<file path="config.mk">
export PLATFORM = sky130hd
export DESIGN_NAME = nbit_serial_logic
export DESIGN_NICKNAME = d
export VERILOG_FILES = /design/src/rtl/nbit_serial_logic.sv
export SDC_FILE = /design/constraint.sdc
export NUM_CORES = 1
export LEC_CHECK = 0
export ABC_AREA = 1
export CAP_MARGIN = 0
export CORE_MARGIN = 5
export CORE_UTILIZATION = 55
export CTS_BUF_LIST = sky130_fd_sc_hd__clkbuf_8
export CTS_CLUSTER_SIZE = 24
export DETAILED_ROUTE_END_ITERATION = 16
export GPL_TIMING_DRIVEN = 0
export PLACE_DENSITY_LB_ADDON = 0.12
export REMOVE_ABC_BUFFERS = 1
export SLEW_MARGIN = 15
export SYNTH_ARGS = -nofsm -noshare
export SYNTH_HDL_FRONTEND = slang
export SYNTH_SLANG_ARGS = --single-unit
</file>
<file path="constraint.sdc">
create_clock -name clk -period 10.7 [get_ports clk]
set_clock_uncertainty 0.05 [all_clocks]
set_input_delay 2.14 -clock clk [delete_from_list [all_inputs] [get_ports clk]]
set_output_delay 2.14 -clock clk [all_outputs]
set_load 0.02 [all_outputs]
</file>
<file path="src/rtl/nbit_serial_logic.sv">
// nbit_serial_logic: bit-serial AND/OR/XOR/NOR of two N-bit operands, one bit per clock, LSB first.
module nbit_serial_logic #(
  parameter int N = 32
) (
  input  logic         clk,
  input  logic         reset,
  input  logic         start,
  input  logic [1:0]   op,
  input  logic [N-1:0] inval1,
  input  logic [N-1:0] inval2,
  output logic [N-1:0] outval,
  output logic         busy,
  output logic         done
);
  localparam int CW = N > 1 ? $clog2(N) : 1;
  localparam logic [1:0] IDLE = 2'd0;
  localparam logic [1:0] RUN  = 2'd1;
  localparam logic [1:0] DONE = 2'd2;
  logic [1:0]    state;
  logic [1:0]    op_r;
  logic [N-1:0]  a, b, acc, acc_nxt;
  logic [CW-1:0] cnt;
  logic          bit_res, last;
  always_comb begin
    bit_res = op_r == 2'b00 ? a[cnt] & b[cnt] :
              op_r == 2'b01 ? a[cnt] | b[cnt] :
              op_r == 2'b10 ? a[cnt] ^ b[cnt] : ~(a[cnt] | b[cnt]);
    acc_nxt = acc;
    acc_nxt[cnt] = bit_res;
    last = cnt == CW'(N - 1);
  end
  // acc collects partial bits privately so outval only ever shows complete results
  always_ff @(posedge clk or posedge reset) begin
    if (reset) begin
      state  <= IDLE;
      op_r   <= '0;
      a      <= '0;
      b      <= '0;
      acc    <= '0;
      cnt    <= '0;
      outval <= '0;
    end else if (state == IDLE) begin
      if (start) begin
        a     <= inval1;
        b     <= inval2;
        op_r  <= op;
        acc   <= '0;
        cnt   <= '0;
        state <= RUN;
      end
    end else if (state == RUN) begin
      acc <= acc_nxt;
      if (last) begin
        outval <= acc_nxt;
        state  <= DONE;
      end else begin
        cnt <= cnt + 1'b1;
      end
    end else begin
      state <= IDLE;
    end
  end
  assign busy = state == RUN;
  assign done = state == DONE;
endmodule

</file>
# After elaboration in Yosys (flattened, before gate mapping)
# Cells that the tools add are included.
word_totals:
  ff_bits: 137
  input_bits: 69
  out_inout_bits: 34
  wordCells: 53
op_classes:
  n_addsub: 1
  n_lt_le_gt_ge: 2
  n_eq_ne: 8
  n_mux: 21
  bitwise_logic: 5
  n_reduce_logical: 9
ops:
  columns: ["cell", "count"]
  rows:
  - ["two-way mux 32 bit", 3]
  - ["bitwise mux 32 bit", 1]
  - ["two-way mux 5 bit", 4]
  - ["binary-select mux 1 bit (select 5 bit)", 2]
  - ["two-way mux 2 bit", 4]
  - ["less-than comparator 5 x 6 -> 1 bit (second input constant)", 1]
  - ["two-way mux 1 bit", 6]
  - ["AND reduction 2 bit", 3]
  - ["AND reduction 3 bit", 2]
  - ["adder 5 x 1 -> 5 bit (second input constant)", 1]
  - ["demux 1 bit (select 5 bit)", 1]
  - ["== test 5 bit (second input constant)", 1]
  - [">= comparator 5 x 1 -> 1 bit (second input constant)", 1]
  - ["== test 2 x 1 -> 1 bit (second input constant)", 2]
  - ["== test 2 bit (second input constant)", 2]
  - ["logical NOT 2 bit", 2]
  - ["!= test 3 x 1 -> 1 bit (second input constant)", 1]
  - ["!= test 2 x 1 -> 1 bit (second input constant)", 1]
  - ["!= test 2 bit (second input constant)", 1]
  - ["NOT 1 bit", 2]
  - ["nonzero test 2 bit", 1]
  - ["bitwise AND 1 bit", 1]
  - ["logical AND 1 bit", 1]
  - ["OR 1 bit", 1]
  - ["bitwise XOR 1 bit", 1]

# Longest topological paths before layout
# Gate-level depths: netlist of run 1.
logic_depth:
  ltp_word: 10
  ltp_mapped: 20
  ltp_nobuf: 16

# Worst setup path before layout of run 1
# No wires, ideal clock.
synth_timing:
  kind: "input to register"
  from: "in start"
  to: "reg acc[0]"
  setup_ns: 0.130
  t_arrival_ns: 2.826
  t_required_ns: 10.520
  slack_ns: 7.694
  cell_stages: 6
  path_buffers: 1
  cell_sequence: "inv_1 -> nor2_4 -> inv_1 -> nand2_1 -> clkbuf_1 -> o21ai_0"
synth_between:
  elab_chain_cells: 2
synth_lines:
  columns: ["element", "line_no", "text"]
  rows:
  - ["from (decl)", "7", "input logic start,"]
  - ["!= test 2 bit (no source line)", null, null]
  - ["AND reduction 2 bit (no source line)", null, null]
  - ["to (signal assigned)", "52", "acc <= acc_nxt;"]
  - ["to (decl)", "21", "logic [N-1:0] a, b, acc, acc_nxt;"]
# Every way passes these cells.
# A chain may end at the register's enable or synchronous reset.

# Worst setup path in the final report of run 1
layout_timing:
  from: "in start"
  to: "reg acc[12]"
# Same word-level chain as after synthesis.

==> out/metrics.cfg, run 1 <==
[clock_network]
ctsHoldBuffers=0
cts_root_buf=clkbuf_8
clockBufferDepth=2
cts_tree=yes
h-tree-depth=4
cts_resized=0
postCtsSetupRepairBufs=0
clk_latency_ns=0.45
cts.sinks=137
numCtsBuffers=17
clkSlewWorstSetupHoldPaths_ns=0.07

[global_routing]
grt_overflow=0
grt_antenna_before_repair=0
grt_max_degree=71
grt_pass1_wl_um=25800
grt_pass1_vias=5483
grt_use_total_pct=22.0

[finish]
fill_cells=1061
final_nets=1076
antenna-diode-count=0
syn_to_final_growth_pct=22.3
drive_gt1_share_pct=4.64
multi_input_area_mm2=0.00257
seq_area_mm2=0.00343
final_cells=1159

[die]
pin_count=103
core_mm2=0.0120
core.rowCount=40
initial_core_util_pct=56.2
die_y_um=121
die_w_um=121
die-area_mm2=0.0146

[yosys]
ys_seq_area_share_pct=50.8
ys_async_sr_fraction_pct=100
ys.flop_type=dfrtp_1
yosysUniqueCellTypes=17
yosys-top-cells-count=344 x nand2_1, 143 x inv_1, 137 x dfrtp_1, 100 x o21ai_0, 69 x nand3_1
synth_edf_count=0
synth_area_leaders=dfrtp_1 51%, nand2_1 19%, inv_1 8.0%
yosysMostFrequentCell=nand2_1
ys_seq_elements=137
yosysTopAreaCellShare_pct=50.8
synth_area_mm2=0.00675
synth_warnings=0
synth_area_leader_cell=dfrtp_1
avgSynthCellArea_um2=7.35
syn_inst=918

[timing]
fin_crit_sh_pct=39.9
hold_ws_ns=0.429
max_slew_margin_pct=38.3
slew_violations=0
hold_viol_final=0
fin_tns_setup_ns=0
rsz0062_at_grt=no
setup_viol=0
fin_crit_ns=4.27
clock.fmax_mhz=234
worst_pin_slew_ns=0.923

[power]
leakagePower_nw=4.23
ir_worst_vdd_mv=0.134
power_density_mw_per_mm2=287

[placed_design]
gp_congestion=0.838
place_inst=1127
dp_hpwl_um=9920
io_buffers=102

[flow_run]
cap_viol_max_count=0

[detailed_routing]
routedWlPerCell_um=13.1
drtIter0Drc=502
dr.pass1.iters=5
avgViaCountPerCell=5.04
ant_nets=0
drc=0
vias=5844
wl_um=15100

[worst_setup_path]
cp-end-kind=register
crit_required_ns=10.93
crit_type=input pin to register
cp.arrival_ns=4.50
path_max_fanout=40
crit_path_start_kind=input pin

[min_path]
hold_class=register to register

[outcome]
outcome=finished, final reports clean

## layer usage
metal | up-vias | share of wire (%) | GRT usage, %
met1 | 2725 | 48 | 31.2
met3 | 21 | 5.4 | 4.63
met4 | 0 | 1.7 | 7.15
li1 | 2954 | - | -
met5 | - | 0 | 0
met2 | 144 | 45 | 34.0
## registers in the layout, indices dropped and copies added, names as in the netlist
| signal | cells |
|---|---|
| cnt | 5 |
| op_r | 2 |
| b | 32 |
| state | 2 |
| outval | 32 |
| acc | 32 |
| a | 32 |
## per-stage QoR
stage	util, %	area (um2)	total power, mW	setup slack [ns]
finish	68.7	8260	2.37	6.43
global route	68.7	8260	2.59	6.24
CTS	68.7	8260	2.38	6.44
detailed placement	65.4	7860	1.96	5.96
global placement	64.5	7750	1.92	2.98
floorplan	-	6540	1.57	4.84
## critical path: stages
cell	delay [ns]
clkdlybuf4s50_1	0.46
inv_1	0.06
nor2_4	0.32
buf_16	0.23
buf_12	0.20
inv_1	0.15
nand2_1	0.70
o21ai_0	0.20
## logic make-up after synthesis
family	Yosys count	synth area share, %
and+or+nand+nor	447	26.5
buffers and inverters	192	11.3
DFF	137	50.8
AOI/OAI and AO/OA	134	9.94
adders and majority gates	8	1.48
## path summary, 6_finish.rpt
check	from	endpoint	slack (ns)	depth (start not counted)
hold reg to reg	outval[19]$_DFFE_PP0P_	outval[19]$_DFFE_PP0P_	0.43	2
setup / recovery	start	acc[12]$_DFFE_PP0P_	6.43	8
min in group asynchronous	reset	acc[18]$_DFFE_PP0P_	2.08	2
hold / removal	outval[19]$_DFFE_PP0P_	outval[19]$_DFFE_PP0P_	0.43	2
setup reg to reg	cnt[0]$_DFFE_PP0P_	acc[8]$_DFFE_PP0P_	6.96	16
max in group asynchronous	reset	cnt[0]$_DFFE_PP0P_	7.82	3
## cell type report
class	instances	share of cell area (%)
Sequential cell	137	41.5
Multi-Input combinational cell	589	31.1
Inverter	148	6.82
Clock buffer	24	4.00
Clock inverter	8	0.803
Tap cell	147	2.23
Timing Repair Buffer	106	13.5
## where the power goes
part | internal, mW | total (mW) | switching (mW)
logic | 0.399 | 1.07 | 0.674
clock network | 0.224 | 0.416 | 0.192
registers | 0.756 | 0.879 | 0.123
## cell usage in the layout, fill, tap and decap left out, types with 2 or more instances in the layout
master,instances
inv_1,143
buf_12,2
a21oi_1,34
o21ai_0,100
clkdlybuf4s50_1,102
ha_1,7
nor2_1,28
inv_2,5
buf_16,2
clkinv_2,5
clkbuf_8,24
nor2_4,2
nand3_1,69
dfrtp_1,136
nor3_1,2
nand2_1,344
Note: power is estimated with default switching activity, not from simulation.
==> inputs of run 2 (changes only) <==
Clock period 10.7 ns to 4.28 ns, I/O delays scaled along.
==> run 2 against run 1 <==
Combinational power rose to 2.6 times the previous value. Non-clock buffer count did not move. Global-route usage stayed put. Critical path depth up 8. Sequential power grew to 2.5 times the previous value. Die area stayed put. Wire length grew 1.3%. Highest routed layer unchanged.
==> out/metrics.cfg, run 2 (synthesis gave the netlist of run 1 again) <==
[clock_network]
cts_root_buf=clkbuf_8
numCtsBuffers=17  ; unchanged
clk_latency_ns=0.45  ; about the same
postCtsSetupRepairBufs=0  ; unchanged
h-tree-depth=4  ; unchanged
cts_tree=yes
cts.sinks=137  ; unchanged
clockBufferDepth=2  ; unchanged
clkSlewWorstSetupHoldPaths_ns=0.07  ; about the same
cts_resized=0  ; unchanged
ctsHoldBuffers=0  ; unchanged

[timing]
fin_crit_ns=3.74
slew_violations=0  ; unchanged
worst_pin_slew_ns=0.954  ; +0.0310 ns
max_slew_margin_pct=36.2  ; -2.1 points
rsz0062_at_grt=no
hold_viol_final=0  ; unchanged
fin_ws_ns=0.537  ; -5.90 ns
clock.fmax_mhz=267
fin_crit_sh_pct=87.4
setup_viol=0  ; unchanged

[die]
initial_core_util_pct=56.2  ; unchanged
die-area_mm2=0.0146  ; unchanged
pin_count=103  ; unchanged
die_y_um=121  ; unchanged
core_mm2=0.0120  ; unchanged
core.rowCount=40  ; unchanged
die_w_um=121  ; unchanged

[power]
ir_worst_vdd_mv=0.336  ; +150%
comb_power_share_pct=45.7  ; +0.4 points
power_density_mw_per_mm2=722  ; +150%
p_sw_mw=2.51  ; +150%
leakagePower_nw=4.23  ; about the same
swShare_pct=42.1  ; +0.28 points
pwr-share-clk_pct=17.5  ; about the same
intPower_mw=3.46  ; +150%
power.total_mw=5.97  ; +150%
seqPwrFrac_pct=36.8  ; -0.3 points

[detailed_routing]
drtIter0Drc=471  ; -6.2%
drc=0  ; unchanged
vias=5848  ; +0.068%
routedWlPerCell_um=13.2  ; +1.2%
ant_nets=0  ; unchanged
wl_um=15300  ; +1.3%
avgViaCountPerCell=5.04  ; about the same
dr.pass1.iters=6  ; +1

[global_routing]
grt_antenna_before_repair=0  ; unchanged
grt_use_total_pct=22.0  ; unchanged
grt_pass1_vias=5483  ; unchanged
grt_overflow=0  ; unchanged
grt_pass1_wl_um=25800  ; unchanged
grt_max_degree=71  ; unchanged

[worst_setup_path]
path_common_cell=nand2_1
crit_buf_inv=2  ; -3
crit_required_ns=4.52  ; -6.41 ns
path_cells=inv_2, nand2_1, nand3_1, nand2_1, nand2_1, nand2_1, inv_1, nand2_1, nor2_1, ha_1, o21ai_0, nor2_1, nor2b_2, nand2_1, nand2_1, o21ai_0
crit_path_start_kind=register
timing.rr.end=acc[27]$_DFFE_PP0P_
rrSetupSlack_ns=0.54  ; -6.42 ns
crit_family=simple AND/OR/NAND/NOR gates
reg2regPathDepth=16  ; unchanged
cp.arrival_ns=3.98  ; -0.52 ns
r2r_start=cnt[0]$_DFFE_PP0P_
crit_type=register to register
max_stage_delay_ns=0.86  ; +0.16 ns
path_max_fanout=38  ; -5.0%
cpMaxStageDelayCell=dfrtp_2
cp-end-kind=register

[finish]
syn_to_final_growth_pct=22.4
antenna-diode-count=0  ; unchanged
fill_cells=1061  ; unchanged
layout_commonest_cell=nand2_1
multi_input_area_mm2=0.00258  ; +0.34%
final_cells=1160  ; +0.086%
final_cell_mix=344 x nand2_1, 143 x inv_1, 136 x dfrtp_1, 102 x clkdlybuf4s50_1, 100 x o21ai_0
seq_area_mm2=0.00343  ; unchanged
final_nets=1077  ; +0.093%
drive_gt1_share_pct=4.74  ; +0.094 points

[min_path]
hold_class=register to register
min_to=outval[19]$_DFFE_PP0P_
min_path_cells=2  ; unchanged
min_from=outval[19]$_DFFE_PP0P_

[outcome]
outcome=finished, final reports clean

[placed_design]
io_buffers=102  ; unchanged
place_inst=1127  ; unchanged
gp_congestion=0.838  ; unchanged
dp_hpwl_um=9920  ; unchanged
dp_slack_ns=0.577  ; -5.39 ns

[flow_run]
cap_viol_max_count=0  ; unchanged

[run 2: worst max path at each step]
stage | start | endpoint | cells past startpoint
3_3_place_gp | reset | a[14]$_DFFE_PP0P_ | 2
6_report | cnt[0]$_DFFE_PP0P_ | acc[27]$_DFFE_PP0P_ | 16
3_5_place_dp | cnt[0]$_DFFE_PP0P_ | acc[8]$_DFFE_PP0P_ | 16
2_1_floorplan | reset | a[0]$_DFFE_PP0P_ | 1
5_1_grt | cnt[0]$_DFFE_PP0P_ | acc[0]$_DFFE_PP0P_ | 16
4_1_cts | cnt[0]$_DFFE_PP0P_ | acc[8]$_DFFE_PP0P_ | 16
[run 2: cell type report]
type                       count  area share, %
inverter                     148           6.81
sequential                   137           41.5
clock inverter                 8          0.802
timing repair buffer         106           13.5
clock buffer                  24           4.00
tap                          147           2.23
multi-input combinational    590           31.2
[run 2: worst register-to-register path, stage by stage (launching register included)]
cell and delay (ns):
dfrtp_2 0.86, inv_2 0.48, nand2_1 0.19, nand3_1 0.09, nand2_1 0.10, nand2_1 0.06, nand2_1 0.13, inv_1 0.05
nand2_1 0.06, nor2_1 0.06, ha_1 0.26, o21ai_0 0.15, nor2_1 0.12, nor2b_2 0.61, nand2_1 0.16, nand2_1 0.09
o21ai_0 0.08
[run 2: layer usage]
layer	vias to the layer above	global-route usage, %	part of all wire [%]
li1	2961	-	-
met3	19	4.63	5.9
met1	2724	31.2	47
met4	0	7.15	1.5
met5	-	0	0
met2	144	34.0	45
[run 2: power groups by stage]
| stage | logic [mW] | clock network (mW) | registers [mW] |
|---|---|---|---|
| floorplan | 1.60 | 0 | 2.33 |
| global placement | 2.59 | 0 | 2.20 |
| detailed placement | 2.68 | 0 | 2.22 |
| CTS | 2.70 | 1.06 | 2.20 |
| global route | 3.11 | 1.12 | 2.27 |
| finish | 2.73 | 1.04 | 2.20 |
[run 2: stage by stage]
stage | setup TNS, ns | hold WS [ns] | util (%) | area, um2
2_1_floorplan | -40.25 | 0.408 | - | 6540
3_3_place_gp | -365.35 | 0.414 | 64.5 | 7750
3_5_place_dp | 0 | 0.416 | 65.4 | 7860
4_1_cts | 0 | 0.435 | 68.7 | 8260
5_1_grt | 0 | 0.461 | 68.8 | 8270
6_report | 0 | 0.429 | 68.8 | 8270
